### src/rtl/uart_tx_feeder.sv
// -----------------------------------------------------------------------------
// uart_tx_feeder
//
// Purpose:
//   Byte FIFO that feeds a downstream UART transmitter one frame at a time.
//   Bytes written by the producer are queued in a circular buffer. A small
//   FSM (IDLE -> LOAD -> LAUNCH -> WAIT) pops one byte and presents it on
//   tx_data. It then pulses tx_launch_n low for one cycle. After that it waits
//   FRAME_CYCLES cycles so the transmitter can finish the frame before the
//   next byte is launched.
//
// Parameters:
//   DEPTH_LOG2   : FIFO depth is 2**DEPTH_LOG2 bytes (must be >= 1).
//   FRAME_CYCLES : clk_Tx cycles reserved per UART frame (must be >= 1).
//
// Ports:
//   clk_Tx       in   clock, all state changes on its rising edge
//   reset        in   asynchronous, active-low reset
//   wr_en        in   byte write strobe (active high)
//   wr_data[7:0] in   byte to queue
//   full         out  FIFO holds 2**DEPTH_LOG2 bytes (registered)
//   empty        out  FIFO holds 0 bytes (registered)
//   level        out  FIFO occupancy, DEPTH_LOG2+1 bits (registered)
//   tx_data[7:0] out  byte presented to the transmitter, held between loads
//   tx_launch_n  out  active-low one-cycle launch strobe
//   busy         out  high whenever the FSM is not in IDLE
//   ovf_err      out  sticky overflow flag
//
// Build option:
//   UART_TX_FEEDER_OVF_STICKY_EN - when defined, ovf_err is set by any write
//   dropped because the FIFO was full, and only reset clears it. When the
//   macro is undefined, ovf_err is tied low and no overflow register exists.
// -----------------------------------------------------------------------------
module uart_tx_feeder #(
  parameter int DEPTH_LOG2   = 4,
  parameter int FRAME_CYCLES = 114600
) (
  input  logic                clk_Tx,
  input  logic                reset,
  input  logic                wr_en,
  input  logic [7:0]          wr_data,
  output logic                full,
  output logic                empty,
  output logic [DEPTH_LOG2:0] level,
  output logic [7:0]          tx_data,
  output logic                tx_launch_n,
  output logic                busy,
  output logic                ovf_err
);

  localparam int DEPTH = 1 << DEPTH_LOG2;
  // Counter only has to reach FRAME_CYCLES-1 (17 bits for the default).
  localparam int CNT_W = (FRAME_CYCLES > 1) ? $clog2(FRAME_CYCLES) : 1;
  localparam logic [CNT_W-1:0]      CNT_LAST = CNT_W'(FRAME_CYCLES - 1);
  localparam logic [DEPTH_LOG2:0]   LVL_FULL = (DEPTH_LOG2 + 1)'(DEPTH);
  localparam logic [DEPTH_LOG2:0]   LVL_ONE  = (DEPTH_LOG2 + 1)'(1);
  localparam logic [DEPTH_LOG2-1:0] PTR_ONE  = DEPTH_LOG2'(1);
  localparam logic [CNT_W-1:0]      CNT_ONE  = CNT_W'(1);

  typedef enum logic [1:0] {
    IDLE   = 2'd0,
    LOAD   = 2'd1,
    LAUNCH = 2'd2,
    WAIT   = 2'd3
  } state_t;

  state_t                r_state;
  state_t                w_state_next;

  logic [7:0]            r_mem [DEPTH];
  logic [DEPTH_LOG2-1:0] r_wr_ptr;
  logic [DEPTH_LOG2-1:0] r_rd_ptr;
  logic [DEPTH_LOG2:0]   r_level;
  logic [DEPTH_LOG2:0]   w_level_next;
  logic                  r_full;
  logic                  r_empty;
  logic [7:0]            r_tx_data;
  logic [CNT_W-1:0]      r_cnt;

  logic                  w_wr_ok;
  logic                  w_pop;
  logic                  w_busy;
  logic                  w_launch_n;

  // A write is judged only against the registered full flag. A write while
  // full is lost even if LOAD frees a slot in the same cycle.
  assign w_wr_ok = wr_en & ~r_full;
  // LOAD is only entered from IDLE with a non-empty FIFO, and nothing else
  // pops, so popping in LOAD can never underflow.
  assign w_pop   = (r_state == LOAD);

  // ---------------------------------------------------------------------------
  // FIFO storage. There is no reset on the array, so it maps onto RAM. A read
  // never hits the slot being written: a write only lands when the FIFO is not
  // full, and a pop only happens when it is not empty.
  // ---------------------------------------------------------------------------
  always_ff @(posedge clk_Tx) begin
    if (w_wr_ok) begin
      r_mem[r_wr_ptr] <= wr_data;
    end
  end

  always_comb begin
    w_level_next = r_level;
    case ({w_wr_ok, w_pop})
      2'b10:   w_level_next = r_level + LVL_ONE;
      2'b01:   w_level_next = r_level - LVL_ONE;
      default: w_level_next = r_level;  // idle, or write+pop cancel out
    endcase
  end

  // Pointers wrap naturally at 2**DEPTH_LOG2. The flags are computed from
  // the next level, so they are registered alongside it.
  always_ff @(posedge clk_Tx or negedge reset) begin
    if (!reset) begin
      r_wr_ptr <= '0;
      r_rd_ptr <= '0;
      r_level  <= '0;
      r_full   <= 1'b0;
      r_empty  <= 1'b1;
    end else begin
      if (w_wr_ok) begin
        r_wr_ptr <= r_wr_ptr + PTR_ONE;
      end
      if (w_pop) begin
        r_rd_ptr <= r_rd_ptr + PTR_ONE;
      end
      r_level <= w_level_next;
      r_full  <= (w_level_next == LVL_FULL);
      r_empty <= (w_level_next == '0);
    end
  end

  // Registered read. The byte popped in LOAD is held until the next LOAD.
  always_ff @(posedge clk_Tx or negedge reset) begin
    if (!reset) begin
      r_tx_data <= 8'h00;
    end else if (w_pop) begin
      r_tx_data <= r_mem[r_rd_ptr];
    end
  end

  // ---------------------------------------------------------------------------
  // Launch FSM
  // ---------------------------------------------------------------------------
  always_ff @(posedge clk_Tx or negedge reset) begin
    if (!reset) begin
      r_state <= IDLE;
    end else begin
      r_state <= w_state_next;
    end
  end

  // The outputs are decoded from the state register only. Because of this,
  // reset removes a pending strobe at once, and the strobe lasts exactly one
  // cycle.
  always_comb begin
    w_state_next = r_state;
    w_busy       = 1'b1;
    w_launch_n   = 1'b1;
    case (r_state)
      IDLE: begin
        w_busy = 1'b0;
        if (!r_empty) begin
          w_state_next = LOAD;
        end
      end
      LOAD: begin
        w_state_next = LAUNCH;
      end
      LAUNCH: begin
        w_launch_n   = 1'b0;
        w_state_next = WAIT;
      end
      WAIT: begin
        if (r_cnt == CNT_LAST) begin
          w_state_next = IDLE;
        end
      end
      default: begin
        w_state_next = IDLE;
      end
    endcase
  end

  // Frame counter. It is cleared in LAUNCH, so every WAIT period starts at 0
  // and lasts exactly FRAME_CYCLES cycles. The launch-to-launch spacing is
  // therefore FRAME_CYCLES+3 cycles (WAIT, IDLE, LOAD, LAUNCH).
  always_ff @(posedge clk_Tx or negedge reset) begin
    if (!reset) begin
      r_cnt <= '0;
    end else if (r_state == LAUNCH) begin
      r_cnt <= '0;
    end else if (r_state == WAIT) begin
      r_cnt <= (r_cnt == CNT_LAST) ? '0 : r_cnt + CNT_ONE;
    end
  end

  // ---------------------------------------------------------------------------
  // Overflow flag
  // ---------------------------------------------------------------------------
`ifdef UART_TX_FEEDER_OVF_STICKY_EN
  logic r_ovf_err;

  always_ff @(posedge clk_Tx or negedge reset) begin
    if (!reset) begin
      r_ovf_err <= 1'b0;
    end else if (wr_en && r_full) begin
      r_ovf_err <= 1'b1;
    end
  end

  assign ovf_err = r_ovf_err;
`else
  assign ovf_err = 1'b0;
`endif

  assign full        = r_full;
  assign empty       = r_empty;
  assign level       = r_level;
  assign tx_data     = r_tx_data;
  assign tx_launch_n = w_launch_n;
  assign busy        = w_busy;

  // ---------------------------------------------------------------------------
  // Sanity properties (simulation only)
  // ---------------------------------------------------------------------------
  a_load_has_data : assert property (@(posedge clk_Tx) disable iff (!reset)
    (r_state == LOAD) |-> !r_empty);
  a_level_bound : assert property (@(posedge clk_Tx) disable iff (!reset)
    r_level <= LVL_FULL);
  a_flags_match : assert property (@(posedge clk_Tx) disable iff (!reset)
    (r_full == (r_level == LVL_FULL)) && (r_empty == (r_level == '0)));

endmodule
### config.mk
export PLATFORM = sky130hd
export DESIGN_NAME = uart_tx_feeder
export DESIGN_NICKNAME = d
export VERILOG_FILES = /design/src/rtl/uart_tx_feeder.sv
export SDC_FILE = /design/constraint.sdc
export NUM_CORES = 1
export LEC_CHECK = 0
export ABC_AREA = 1
export CAP_MARGIN = 5
export CORE_MARGIN = 2
export CORE_UTILIZATION = 25
export CTS_BUF_LIST = sky130_fd_sc_hd__clkbuf_2 sky130_fd_sc_hd__clkbuf_4 sky130_fd_sc_hd__clkbuf_8
export CTS_CLUSTER_SIZE = 30
export DETAILED_ROUTE_END_ITERATION = 10
export SYNTH_ARGS = -nofsm -noshare
export SYNTH_HDL_FRONTEND = slang
export SYNTH_SLANG_ARGS = --single-unit
export TNS_END_PERCENT = 5
### constraint.sdc
create_clock -name clk_Tx -period 1.75 [get_ports clk_Tx]
set_clock_uncertainty 0.05 [all_clocks]
set_input_delay 0.35 -clock clk_Tx [delete_from_list [all_inputs] [get_ports clk_Tx]]
set_output_delay 0.35 -clock clk_Tx [all_outputs]
set_load 0.1 [all_outputs]
==> reports/metrics.yaml <==
run_status:
  outcome: "finished with violations"
  violations: "negative setup slack"
placed_design:
  place_inst: 1087
  dpl.hpwl_mm: 11.0
  io_buffers: 27
  place.gp.congestion: 0.835
critical_path:
  start_kind: "flip-flop"
  cp-end-kind: "output pin"
  criticalPathCategory: "flip-flop to output pin"
  critPathArrivalTime_ns: 1.50
  crit_fanout: 3
  required_ns: 1.35
clocking:
  cts_buffers: 17
  cts_tree: "built"
  cts_buffer_depth: 2
  root_buffer: "clkbuf_8"
  cts_max_level: 4
  path_clk_slew_ns: 0.09
  cts_num_sinks: 170
  clock_latency_ns: 0.45
sta:
  grt_setup_unrepaired: "true"
  fmax_mhz: 525
  fin_ws_ns: -0.154
  setup_viol: 5
  min_period_over_period_pct: 109
  tns_ns: -0.536
  hold_violations: 0
  finalMaxSlewViolations: 0
  period_minus_slack_ns: 1.90
floorplan:
  start_util_pct: 25.5
  core-area_um2: 28800
  fp.dieArea_um2: 30800
  row_count: 62
  die_h_um: 175
  ios: 29
  die-width_um: 175
routing:
  ant_nets: 0
  num_vias: 5024
  drc: 0
  drt-pass1-iter-count: 5
  wl_per_cell_um: 15.0
  routed_wl_mm: 16.9
  drt-initial-drc-count: 449
  vias_per_cell: 4.46
synthesis:
  synth_commonest_cells: "edfxtp_1 (128), nand2_1 (95), nor2_1 (95)"
  yosysTopAreaCell: "edfxtp_1"
  synth_seq_area_share_pct: 66.7
  netlist_instances: 645
  synth_ff_type: "edfxtp_1"
  synth_area_per_cell_um2: 11.4
  synthDistinctLibCells: 36
  yosysTopAreaCellShare_pct: 52.3
  synth-seq-cells: 170
  synth_fp_nets: 670
  synth_edf_count: 128
  synth_most_common_cell: "edfxtp_1"
  ys_async_sr_fraction_pct: 24.7
  synth_area_leaders: "edfxtp_1 (52%), dfrtp_1 (14%), o21ai_0 (5.1%)"
  ys_warn_count: 0
  syn_area_um2: 7340
final_layout:
  final_cells: 1127
  fin_nets: 755
  diodes: 0
  layout-drive-gt1-share_pct: 22.7
  synthToLayoutAreaGrowth_pct: 26.6
grt:
  antenna_found_initial: 0
  grt_pass1_vias: 5038
  grt_first_pass_wirelength_mm: 27.4
  grt_util_all_layers_pct: 11.5
  grt_start_max_net_pins: 43
  overflow: 0
power_and_ir_drop:
  vdd_drop_max_mv: 0.580
  pwr_density_cell_nw_per_um2: 1060
  p_leak_nw: 3.36
run:
  maxCapViolCount: 0
hold_path:
  hold_class: "input port to asynchronous set/reset pin"
## what timing repair did
action                                 CTS  global route
buffers inserted                         7             0
endpoints found under the hold margin   41             0
pin swaps                               12             8
hold buffers                             1             0
setup endpoints to repair              126           109
gates resized for setup                 26            21
## sequential cells by signal (all words and copies together), names as in the netlist
name / flops
r_mem: 128
r_cnt: 17
tx_data: 8
level: 5
r_rd_ptr: 4
r_wr_ptr: 4
r_state: 2
empty: 1
full: 1
## placed cells by master, fill, tap and decap left out, types with 4 or more instances in the layout
cell,n
buf_12,22
buf_4,51
buf_6,8
clkbuf_8,17
clkdlybuf4s50_1,9
clkinvlp_4,4
dfrtp_1,35
dfrtp_2,5
edfxtp_1,128
ha_1,7
ha_4,6
inv_1,32
inv_2,7
inv_6,6
nand2_1,88
nand2_2,10
nand3_1,35
nand4_1,9
nor2_1,89
nor2_2,6
nor2_4,4
o21ai_0,72
o21ai_1,11
o221ai_1,32
xor2_1,11
## per-layer routing
layer  wire length (µm)  global-route usage (%)  part of all wire [%]
met1               7670                    14.8                    45
met2               8270                    19.1                    49
met3                592                    2.14                   3.5
met4                383                    4.93                   2.3
met5                  0                       0                     0
## path summary, 6_finish.rpt
| path | end | slack (ns) | cells past startpoint | from |
|---|---|---|---|---|
| setup / recovery | tx_launch_n | -0.15 | 5 | r_state[0] |
| hold / removal | r_cnt[10] | 0.35 | 3 | reset |
| setup reg to reg | full | -0.12 | 16 | r_state[0] |
| hold reg to reg | r_cnt[13] | 0.48 | 2 | r_cnt[13] |
| max in group asynchronous | empty | 1.02 | 3 | reset |
| min in group clk_Tx | r_cnt[13] | 0.48 | 2 | r_cnt[13] |
## worst max-delay path, stage by stage (launching register included)
cell and delay [ns]:
dfrtp_2 0.45, buf_6 0.14, inv_6 0.06, ha_4 0.14, clkinvlp_4 0.10, buf_12 0.17
## where the power goes
group          internal, mW  switching (mW)
clock network          1.32            1.47
logic                 0.731            1.38
registers              4.77           0.230
## metrics by stage
step | util (%) | power [mW] | cell area [µm²] | setup slack, ns | hold WS [ns]
final | 32.3 | 9.90 | 9300 | -0.154 | 0.349
after global routing | 32.3 | 10.4 | 9300 | -0.253 | 0.388
after CTS | 32.1 | 9.94 | 9240 | -0.172 | 0.333
after detailed placement | 30.1 | 7.11 | 8670 | -0.461 | 0.297
after global placement | 30.1 | 7.08 | 8670 | -0.415 | 0.294
after floorplan | - | 6.21 | 7380 | -0.218 | 0.00441
## final cells by class
cell class	count	area (µm²)
Fill cell	2842	19500
Sequential cell	170	4910
Multi-Input combinational cell	404	2310
Timing Repair Buffer	92	1020
Tap cell	384	480
Clock buffer	18	241
Inverter	45	186
Clock inverter	14	158
## logic make-up (layout without fill, tap and decap cells)
group	after synthesis	count (layout)	synth area share, %
other	1	1	0.0511
xor gates and xnor gates	13	13	1.55
DFF	170	170	66.7
and+or+nand+nor	251	251	15.1
adders and majority gates	14	14	2.39
AOI/OAI and AO/OA	125	125	10.4
buffers and inverters	71	169	3.87
Power figures use the tool's default switching activity.
